[src/rtl/sw_event_logger_if.sv]
// Record handshake between the event logger (master) and its consumer (slave).
interface sw_event_logger_if;
  logic        o_rec_valid;
  logic        i_rec_ready;
  logic [1:0]  o_rec_code;
  logic [23:0] o_rec_time;

  modport master (output o_rec_valid, output o_rec_code, output o_rec_time, input i_rec_ready);
  modport slave  (input o_rec_valid, input o_rec_code, input o_rec_time, output i_rec_ready);
endinterface

[src/rtl/sw_event_logger.sv]
// Stopwatch event logger: strobes become timestamped records in a FWFT FIFO.
// Define SWLOG_TIMESTAMP_EN to store timestamps; otherwise only event codes are kept.
module sw_event_logger #(
  parameter int DEPTH  = 8,
  parameter int ADDR_W = 3
) (
  input  logic              clk,
  input  logic              rst,
  input  logic              i_event_start,
  input  logic              i_event_stop,
  input  logic              i_event_clear,
  input  logic              i_event_save,
  input  logic [6:0]        i_msec,
  input  logic [5:0]        i_sec,
  input  logic [5:0]        i_min,
  input  logic [4:0]        i_hour,
  sw_event_logger_if.master rec,
  output logic [ADDR_W:0]   o_count,
  output logic              o_full,
  output logic [7:0]        o_drop_cnt,
  input  logic              i_drop_clr
);

`ifdef SWLOG_TIMESTAMP_EN
  localparam int ENTRY_W = 26;
`else
  localparam int ENTRY_W = 2;
`endif

  logic [ENTRY_W-1:0] r_mem [DEPTH];
  logic [ADDR_W-1:0]  r_wr_ptr, r_rd_ptr;
  logic [ADDR_W:0]    r_count;
  logic               r_full, r_rec_valid;
  logic [1:0]         r_rec_code;
  logic [7:0]         r_drop_cnt;

  logic [1:0]         w_code;
  logic [ENTRY_W-1:0] w_din, w_head;
  logic [2:0]         w_nstrobe, w_drop_inc;
  logic               w_any, w_pop, w_push;
  logic [8:0]         w_drop_sum;
  logic [7:0]         w_drop_next;
  logic [ADDR_W-1:0]  w_rd_next;
  logic [ADDR_W:0]    w_count_next;

  // NOTE: every signal driven in always_comb gets a default first so no latch is inferred.
  always_comb begin
    w_code = 2'b00;
    if (i_event_clear)      w_code = 2'b10;
    else if (i_event_stop)  w_code = 2'b01;
    else if (i_event_start) w_code = 2'b00;
    else if (i_event_save)  w_code = 2'b11;

    w_nstrobe = 3'(i_event_start) + 3'(i_event_stop) + 3'(i_event_clear) + 3'(i_event_save);
    w_any     = !rst && (w_nstrobe != 3'd0);
    w_pop     = r_rec_valid && rec.i_rec_ready;
    w_push    = w_any && (!r_full || w_pop);

    // Losers of the priority race plus a record refused by a full FIFO.
    w_drop_inc = 3'd0;
    if (w_any) w_drop_inc = w_nstrobe - 3'd1 + 3'(!w_push);
    w_drop_sum  = {1'b0, r_drop_cnt} + 9'(w_drop_inc);
    w_drop_next = w_drop_sum[8] ? 8'hFF : w_drop_sum[7:0];
    if (i_drop_clr) w_drop_next = 8'h00;

    w_rd_next    = r_rd_ptr + ADDR_W'(w_pop);
    w_count_next = r_count + (ADDR_W+1)'(w_push) - (ADDR_W+1)'(w_pop);

    // Bypass a record written straight into the head slot so latency stays one cycle.
    w_head = (w_push && (w_rd_next == r_wr_ptr)) ? w_din : r_mem[w_rd_next];
  end

`ifdef SWLOG_TIMESTAMP_EN
  logic [23:0] r_rec_time;
  assign w_din = {w_code, i_hour, i_min, i_sec, i_msec};
`else
  assign w_din = w_code;
  logic w_unused_time;
  assign w_unused_time = ^{i_hour, i_min, i_sec, i_msec};
`endif

  // NOTE: storage has no reset; its contents are don't-care until a pointer covers them.
  always_ff @(posedge clk) begin
    if (w_push) r_mem[r_wr_ptr] <= w_din;
  end

  // NOTE: sequential state uses non-blocking assignments so all registers update together.
  always_ff @(posedge clk) begin
    if (rst) begin
      r_wr_ptr    <= '0;
      r_rd_ptr    <= '0;
      r_count     <= '0;
      r_full      <= 1'b0;
      r_rec_valid <= 1'b0;
      r_rec_code  <= 2'b00;
      r_drop_cnt  <= 8'h00;
`ifdef SWLOG_TIMESTAMP_EN
      r_rec_time  <= '0;
`endif
    end else begin
      if (w_push) r_wr_ptr <= r_wr_ptr + ADDR_W'(1);
      r_rd_ptr    <= w_rd_next;
      r_count     <= w_count_next;
      r_full      <= (w_count_next == (ADDR_W+1)'(DEPTH));
      r_rec_valid <= (w_count_next != '0);
      r_drop_cnt  <= w_drop_next;
      if (w_count_next != '0) begin
        r_rec_code <= w_head[ENTRY_W-1 -: 2];
`ifdef SWLOG_TIMESTAMP_EN
        r_rec_time <= w_head[23:0];
`endif
      end
    end
  end

  assign rec.o_rec_valid = r_rec_valid;
  assign rec.o_rec_code  = r_rec_code;
`ifdef SWLOG_TIMESTAMP_EN
  assign rec.o_rec_time  = r_rec_time;
`else
  assign rec.o_rec_time  = 24'h0;
`endif
  assign o_count    = r_count;
  assign o_full     = r_full;
  assign o_drop_cnt = r_drop_cnt;

endmodule

[src/flat_wrapper.sv]
// flat-port wrapper written by rule: the top's interface ports become plain ports
module sw_event_logger_flat 
#(
  parameter int DEPTH  = 8,
  parameter int ADDR_W = 3
)
  (clk, rst, i_event_start, i_event_stop, i_event_clear, i_event_save, i_msec, i_sec, i_min, i_hour, o_count, o_full, o_drop_cnt, i_drop_clr, rec_o_rec_valid, rec_o_rec_code, rec_o_rec_time, rec_i_rec_ready);
  sw_event_logger_if rec_i ();
  input  logic clk;
  input  logic rst;
  input  logic i_event_start;
  input  logic i_event_stop;
  input  logic i_event_clear;
  input  logic i_event_save;
  input  logic [6:0] i_msec;
  input  logic [5:0] i_sec;
  input  logic [5:0] i_min;
  input  logic [4:0] i_hour;
  output logic [ADDR_W:0] o_count;
  output logic o_full;
  output logic [7:0] o_drop_cnt;
  input  logic i_drop_clr;
  output wire logic [$bits(rec_i.o_rec_valid)-1:0] rec_o_rec_valid;
  output wire logic [$bits(rec_i.o_rec_code)-1:0] rec_o_rec_code;
  output wire logic [$bits(rec_i.o_rec_time)-1:0] rec_o_rec_time;
  input wire logic [$bits(rec_i.i_rec_ready)-1:0] rec_i_rec_ready;
  assign rec_o_rec_valid = rec_i.o_rec_valid;
  assign rec_o_rec_code = rec_i.o_rec_code;
  assign rec_o_rec_time = rec_i.o_rec_time;
  assign rec_i.i_rec_ready = rec_i_rec_ready;
  sw_event_logger #(.DEPTH(DEPTH), .ADDR_W(ADDR_W)) u_core (.clk(clk), .rst(rst), .i_event_start(i_event_start), .i_event_stop(i_event_stop), .i_event_clear(i_event_clear), .i_event_save(i_event_save), .i_msec(i_msec), .i_sec(i_sec), .i_min(i_min), .i_hour(i_hour), .rec(rec_i), .o_count(o_count), .o_full(o_full), .o_drop_cnt(o_drop_cnt), .i_drop_clr(i_drop_clr));
endmodule
[config.mk]
export PLATFORM = sky130hd
export DESIGN_NAME = sw_event_logger_flat
export DESIGN_NICKNAME = d
export VERILOG_FILES = /design/src/rtl/sw_event_logger_if.sv /design/src/rtl/sw_event_logger.sv /design/src/flat_wrapper.sv
export SDC_FILE = /design/constraint.sdc
export NUM_CORES = 1
export LEC_CHECK = 0
export BUFFER_PORTS_ARGS = -buffer_cell sky130_fd_sc_hd__buf_2
export CAP_MARGIN = 40
export CORE_MARGIN = 2
export CORE_UTILIZATION = 45
export CTS_CLUSTER_DIAMETER = 40
export CTS_CLUSTER_SIZE = 12
export DETAILED_ROUTE_END_ITERATION = 7
export GPL_ROUTABILITY_DRIVEN = 0
export GPL_TIMING_DRIVEN = 0
export HOLD_SLACK_MARGIN = 0.03
export PLACE_DENSITY = 0.77
export REMOVE_ABC_BUFFERS = 1
export SYNTH_ARGS = -nofsm -noshare
export SYNTH_HDL_FRONTEND = slang
export SYNTH_SLANG_ARGS = --single-unit
[constraint.sdc]
create_clock -name clk -period 6 [get_ports clk]
set_input_delay 1.8 -clock clk [delete_from_list [all_inputs] [get_ports clk]]
set_output_delay 1.8 -clock clk [all_outputs]
set_load 0.05 [all_outputs]
==> flow_summary.ini, run 1 <==
[timing]
final-setup-viol-count = 0
fin_crit_sh = 0.872
rsz0062_at_grt = false
worst_pin_slew_ns = 0.780
setup_ws_ns = 0.770
period_minus_slack_ns = 5.23
setup-tns-final_ns = 0
slew_viol_final = 0
hold_slack_ns = 0.544
hold_viol_final = 0
fin_skew_ns = 0.00532
relSlewSlack = 0.480
max_freq_ghz = 0.191

[cts]
postCtsSetupBuffers = 0
cts_tree = built
postCtsHoldBufs = 0
clock_sinks = 38
clockBufferDepth = 2
cts.clk_slew.worst_paths_ns = 0.07
cts_made_buffers = 5
cts-root-buf = clkbuf_8
htree_levels = 2
cts_resized = 0
clock_latency_ns = 0.29

[synth]
yosysSeqAreaShare = 0.435
ys_ff_latch = 38
ys_warn_count = 0
async_flop_share = 0
avgSynthCellArea_um2 = 10.6
synth_edf_count = 16
synthesis.instances = 200
synth_area_um2 = 2120
synth-main-ff-cell = dfxtp_1
synth_cell_types = 41

[setup_path]
cp-endpoint = u_core.o_drop_cnt[1]
r2r-start = u_core.o_full
worst-r2r-setup-slack_ns = 3.06
cp.arrival_ns = 5.45
required_ns = 6.22
worst_setup_path_start_kind = input port
cp-end-kind = register
crit_start = i_event_stop
path_class = in2reg
crit_fanout = 9
r2r_cells = 11
regToRegEndpoint = u_core.o_drop_cnt[1]

[drt]
ant_nets = 0
first_iter_violations = 55
dr_total_vias = 1375
vias_per_cell = 4.98
drc_errors = 0
wl_per_cell_um = 12.6
drt_wl_total_um = 3470
first_pass_iters = 4

[power]
p_per_area_nw_per_um2 = 436
leakagePower_nw = 1.00
vdd_drop_max_mv = 0.155
intPower_mw = 0.590
power_switching_mw = 0.407
p_clk_frac = 0.213
combPwrFrac = 0.439
pwr-share-seq = 0.348
power.total_mw = 0.997
switching_share = 0.408

[worst_hold_path]
hp-class = reg2reg

[global_route]
grt_pass1_vias = 1373
overflow = 0
grt_pass1_wl_um = 6060
antenna_found_initial = 0
grt_usage = 0.150
grt_max_degree = 19

[floorplan]
row_count = 24
die_x_um = 72.6
core_area_um2 = 4440
die_y_um = 72.6
die_area_um2 = 5270
initial_core_util = 0.476
boundaryPins = 72

[placed_design]
dp_hpwl_um = 2620
pre_cts_ws_ns = 0.502
portBuffers = 23

[layout]
nFillCells = 426
drive_gt1_frac = 0.165
multi_input_area_um2 = 1010
seqCellArea_um2 = 921
antenna_cells = 0
layout_common_cells = conb_1 (24), buf_2 (24), dfxtp_1 (22)
finish.net_count = 272
postLayoutCoreUtil = 0.514
syn_to_final_growth_pct = 7.86

[run_status]
status = completed

[run]
cap_violations = 0
==> metal layers <==
| metal | wire length [um] | vias up | GRT usage |
|---|---|---|---|
| met4 | 71 | 0 | 0.0679 |
| met5 | 0 | - | 0 |
| met3 | 146 | 6 | 0.0401 |
| met1 | 1570 | 645 | 0.183 |
| met2 | 1680 | 35 | 0.248 |
| li1 | - | 689 | - |
==> worst min-delay path by stage <==
stage	cells after the start	slack, ns	endpoint	start
detailed placement	2	0.53	u_core.o_drop_cnt[6]	u_core.o_drop_cnt[6]
finish	2	0.54	u_core.o_drop_cnt[6]	u_core.o_drop_cnt[6]
CTS	2	0.54	u_core.o_drop_cnt[6]	u_core.o_drop_cnt[6]
global placement	2	0.51	u_core.o_drop_cnt[6]	u_core.o_drop_cnt[6]
floorplan	2	0.55	u_core.r_wr_ptr[1]	u_core.r_wr_ptr[1]
global route	2	0.59	u_core.o_drop_cnt[6]	u_core.o_drop_cnt[6]
==> per-stage QoR <==
step	area [um^2]	cells
finish	2280	276
global route	2280	276
CTS	2280	276
detailed placement	2170	268
global placement	2170	267
floorplan	1990	192
==> power by group through the flow <==
stage | combinational (mW) | sequential, mW | clock (mW)
finish | 0.438 | 0.347 | 0.212
detailed placement | 0.438 | 0.353 | 0
floorplan | 0.277 | 0.428 | 0
CTS | 0.440 | 0.347 | 0.218
global route | 0.487 | 0.354 | 0.230
global placement | 0.427 | 0.353 | 0
==> sequential cells by signal, indices dropped and copies added, names as in the netlist <==
name / flops
u_core.r_mem: 16
u_core.o_drop_cnt: 8
u_core.rec.o_rec_code: 2
u_core.o_full: 1
u_core.r_rd_ptr: 3
u_core.rec.o_rec_valid: 1
u_core.r_wr_ptr: 3
u_core.o_count: 4
==> worst max-delay path, stage by stage <==
cell and delay [ns]:
buf_2 0.11, ha_1 0.26, inv_1 0.05, fa_1 0.35, inv_1 0.06, ha_1 0.23
nor3b_1 0.35, or3_1 0.28, inv_2 0.13, ha_1 0.21, ha_1 0.28, nor2_1 0.19
fa_1 0.24, a21oi_1 0.12, nor3b_1 0.32, nand3_1 0.26, a21oi_1 0.20
==> area by class of cell <==
type | count | area share
Timing Repair Buffer | 24 | 0.0526
Inverter | 15 | 0.0247
Clock buffer | 6 | 0.0318
Sequential cell | 38 | 0.403
Multi-Input combinational cell | 139 | 0.443
Tap cell | 52 | 0.0285
Clock inverter | 2 | 0.0164
==> synth_stat cells (2+ instances only) <==
master,count,share of area
nand3_1,4,0.0095
nand2_1,6,0.011
clkbuf_1,4,0.0071
or3_1,3,0.0089
mux4_2,2,0.021
xor2_1,5,0.021
fa_1,3,0.028
o21ai_0,2,0.0047
nor4_1,3,0.0089
nor4b_1,3,0.012
or2_2,2,0.0059
nor2b_1,6,0.018
nor3_1,5,0.012
edfxtp_1,16,0.23
ha_1,14,0.083
nor3b_1,5,0.018
nand3b_1,2,0.0071
xnor2_1,6,0.025
dfxtp_1,22,0.21
a21o_1,3,0.011
buf_4,24,0.085
a21oi_1,10,0.024
inv_1,14,0.025
mux2i_1,8,0.038
nor2_1,11,0.020
a311oi_1,2,0.0083
==> kinds of logic after synthesis <==
| kind of cell | after synthesis | share of synthesized area |
|---|---|---|
| DFF | 38 | 0.435 |
| and+or+nand+nor | 56 | 0.151 |
| adders and majority gates | 17 | 0.111 |
| muxes | 10 | 0.0591 |
| xor gates and xnor gates | 12 | 0.0567 |
| AOI/OAI and AO/OA | 20 | 0.0573 |
| other | 1 | 0.00177 |
| buffers and inverters | 46 | 0.128 |
No activity file was read; power rests on OpenSTA's default activity.
==> inputs of run 2 (changes only) <==
--- a/config.mk
+++ b/config.mk
@@ -16,6 +16,7 @@
 export GPL_TIMING_DRIVEN = 0
 export HOLD_SLACK_MARGIN = 0.03
 export PLACE_DENSITY = 0.77
+export RECOVER_POWER = 50
 export REMOVE_ABC_BUFFERS = 1
 export SYNTH_ARGS = -nofsm -noshare
 export SYNTH_HDL_FRONTEND = slang
==> run 2 against run 1 <==
  * Setup slack improved by 0.0028 ns
  * Fmax is essentially flat
  * Combinational power down 2%
  * Die area stayed put
  * Clock power hardly changed
  * Sequential power about the same
  * Worst hold slack better by 0.0018 ns
  * Cell count stayed put
  * Via count did not move
  * Largest cell class unchanged
==> flow_summary.ini, run 2 (synthesis gave the netlist of run 1 again) <==
[power]
p_per_area_nw_per_um2 = 438
leakagePower_nw = 0.937
vdd_drop_max_mv = 0.149
power.total_mw = 0.990

[timing]
worst_pin_slew_ns = 0.779
relSlewSlack = 0.481
rsz0062_at_grt = false
fin_crit_sh = 0.871
fin_skew_ns = 0.00534
final-setup-viol-count = 0
slew_viol_final = 0
period_minus_slack_ns = 5.23
max_freq_ghz = 0.191
hold_viol_final = 0
hold_slack_ns = 0.545
setup-tns-final_ns = 0

[global_route]
gr-usage-met2 = 0.248
grt-busiest-layer = met2
overflow = 0
met3_usage = 0.0401
grt_pass1_vias = 1373
antenna_found_initial = 0
grt_pass1_wl_um = 6060
use_met1 = 0.183
grt_max_degree = 19
grt_usage = 0.150

[cts]
cts_resized = 0
postCtsSetupBuffers = 0
cts-root-buf = clkbuf_8
cts.clk_slew.worst_paths_ns = 0.07
clock_latency_ns = 0.29
clockBufferDepth = 2
cts_made_buffers = 5
cts_tree = built
htree_levels = 2
clock_sinks = 38
postCtsHoldBufs = 0

[drt]
vias_per_cell = 4.98
wl_per_cell_um = 12.6
ant_nets = 0
drc_errors = 0
first_pass_iters = 4
drt_wl_total_um = 3470
first_iter_violations = 63
dr_total_vias = 1375

[layout]
finish.net_count = 272
antenna_cells = 0
final_common_cell = conb_1
largest_reg_flops = 16
nFillCells = 435
layout_common_cells = conb_1 (24), dfxtp_1 (22), clkbuf_1 (18)
largest_register = u_core.r_mem
final_area_um2 = 2260
syn_to_final_growth_pct = 6.86
drive_gt1_frac = 0.0893

[setup_path]
crit_chain = buf_2, ha_1, inv_1, fa_1, inv_1, ha_1, nor3b_1, or3_1, inv_2, ha_1, ha_1, nor2_1, fa_1, a21oi_1, nor3b_1, nand3_1, a21oi_1
cp_top_family = adder cells
worst_setup_path_start_kind = input port
max_stage_delay_ns = 0.35
timing.critical_path.buf_inv = 4
crit_fanout = 9
path_class = in2reg
cpMostUsedCell = ha_1
cp-end-kind = register
cp_slowest_cell = fa_1
cp.arrival_ns = 5.45
required_ns = 6.22

[floorplan]
die_x_um = 72.6
core_area_um2 = 4440
die_area_um2 = 5270
initial_core_util = 0.476
row_count = 24
die_y_um = 72.6
boundaryPins = 72

[placed_design]
dp_hpwl_um = 2620
dpl-instance-area_um2 = 2170
portBuffers = 23

[worst_hold_path]
hp-class = reg2reg

[run_status]
status = completed

[run]
cap_violations = 0
## run 2: path summary, 6_finish.rpt
path | cells past startpoint | startpoint | slack (ns) | end
setup / recovery | 17 | i_event_stop | 0.77 | u_core.o_drop_cnt[1]
hold / removal | 2 | u_core.o_drop_cnt[6] | 0.55 | u_core.o_drop_cnt[6]
setup reg to reg | 11 | u_core.o_full | 3.07 | u_core.o_drop_cnt[1]
hold reg to reg | 2 | u_core.o_drop_cnt[6] | 0.55 | u_core.o_drop_cnt[6]
## run 2: where the power goes
| part | switching, mW | internal (mW) |
|---|---|---|
| Clock | 0.0882 | 0.124 |
| Sequential | 0.0356 | 0.312 |
| Combinational | 0.284 | 0.147 |
| Total | 0.408 | 0.583 |
## run 2: final cells by class
type	count	area, um^2	area share
Multi-Input combinational cell	139	1010	0.447
Sequential cell	38	921	0.407
Timing Repair Buffer	24	98.8	0.0437
Clock buffer	6	72.6	0.0321
Tap cell	52	65.1	0.0288
Inverter	15	56.3	0.0249
Clock inverter	2	37.5	0.0166
## run 2: worst min-delay path, cell delays in order (launching register included)
cell,delay [ns]
dfxtp_1,0.34
nor2_1,0.12
nor3_1,0.05
## run 2: routing by layer
metal / part of all wire / vias to the layer above
li1: - / 689
met1: 0.45 / 646
met2: 0.48 / 34
met3: 0.043 / 6
met4: 0.020 / 0
met5: 0 / -
## run 2: through the flow
stage	setup slack [ns]	std cells	util
floorplan	1.02	192	-
global placement	0.491	267	0.488
detailed placement	0.502	268	0.489
CTS	0.792	276	0.514
global route	0.421	276	0.509
finish	0.772	276	0.509
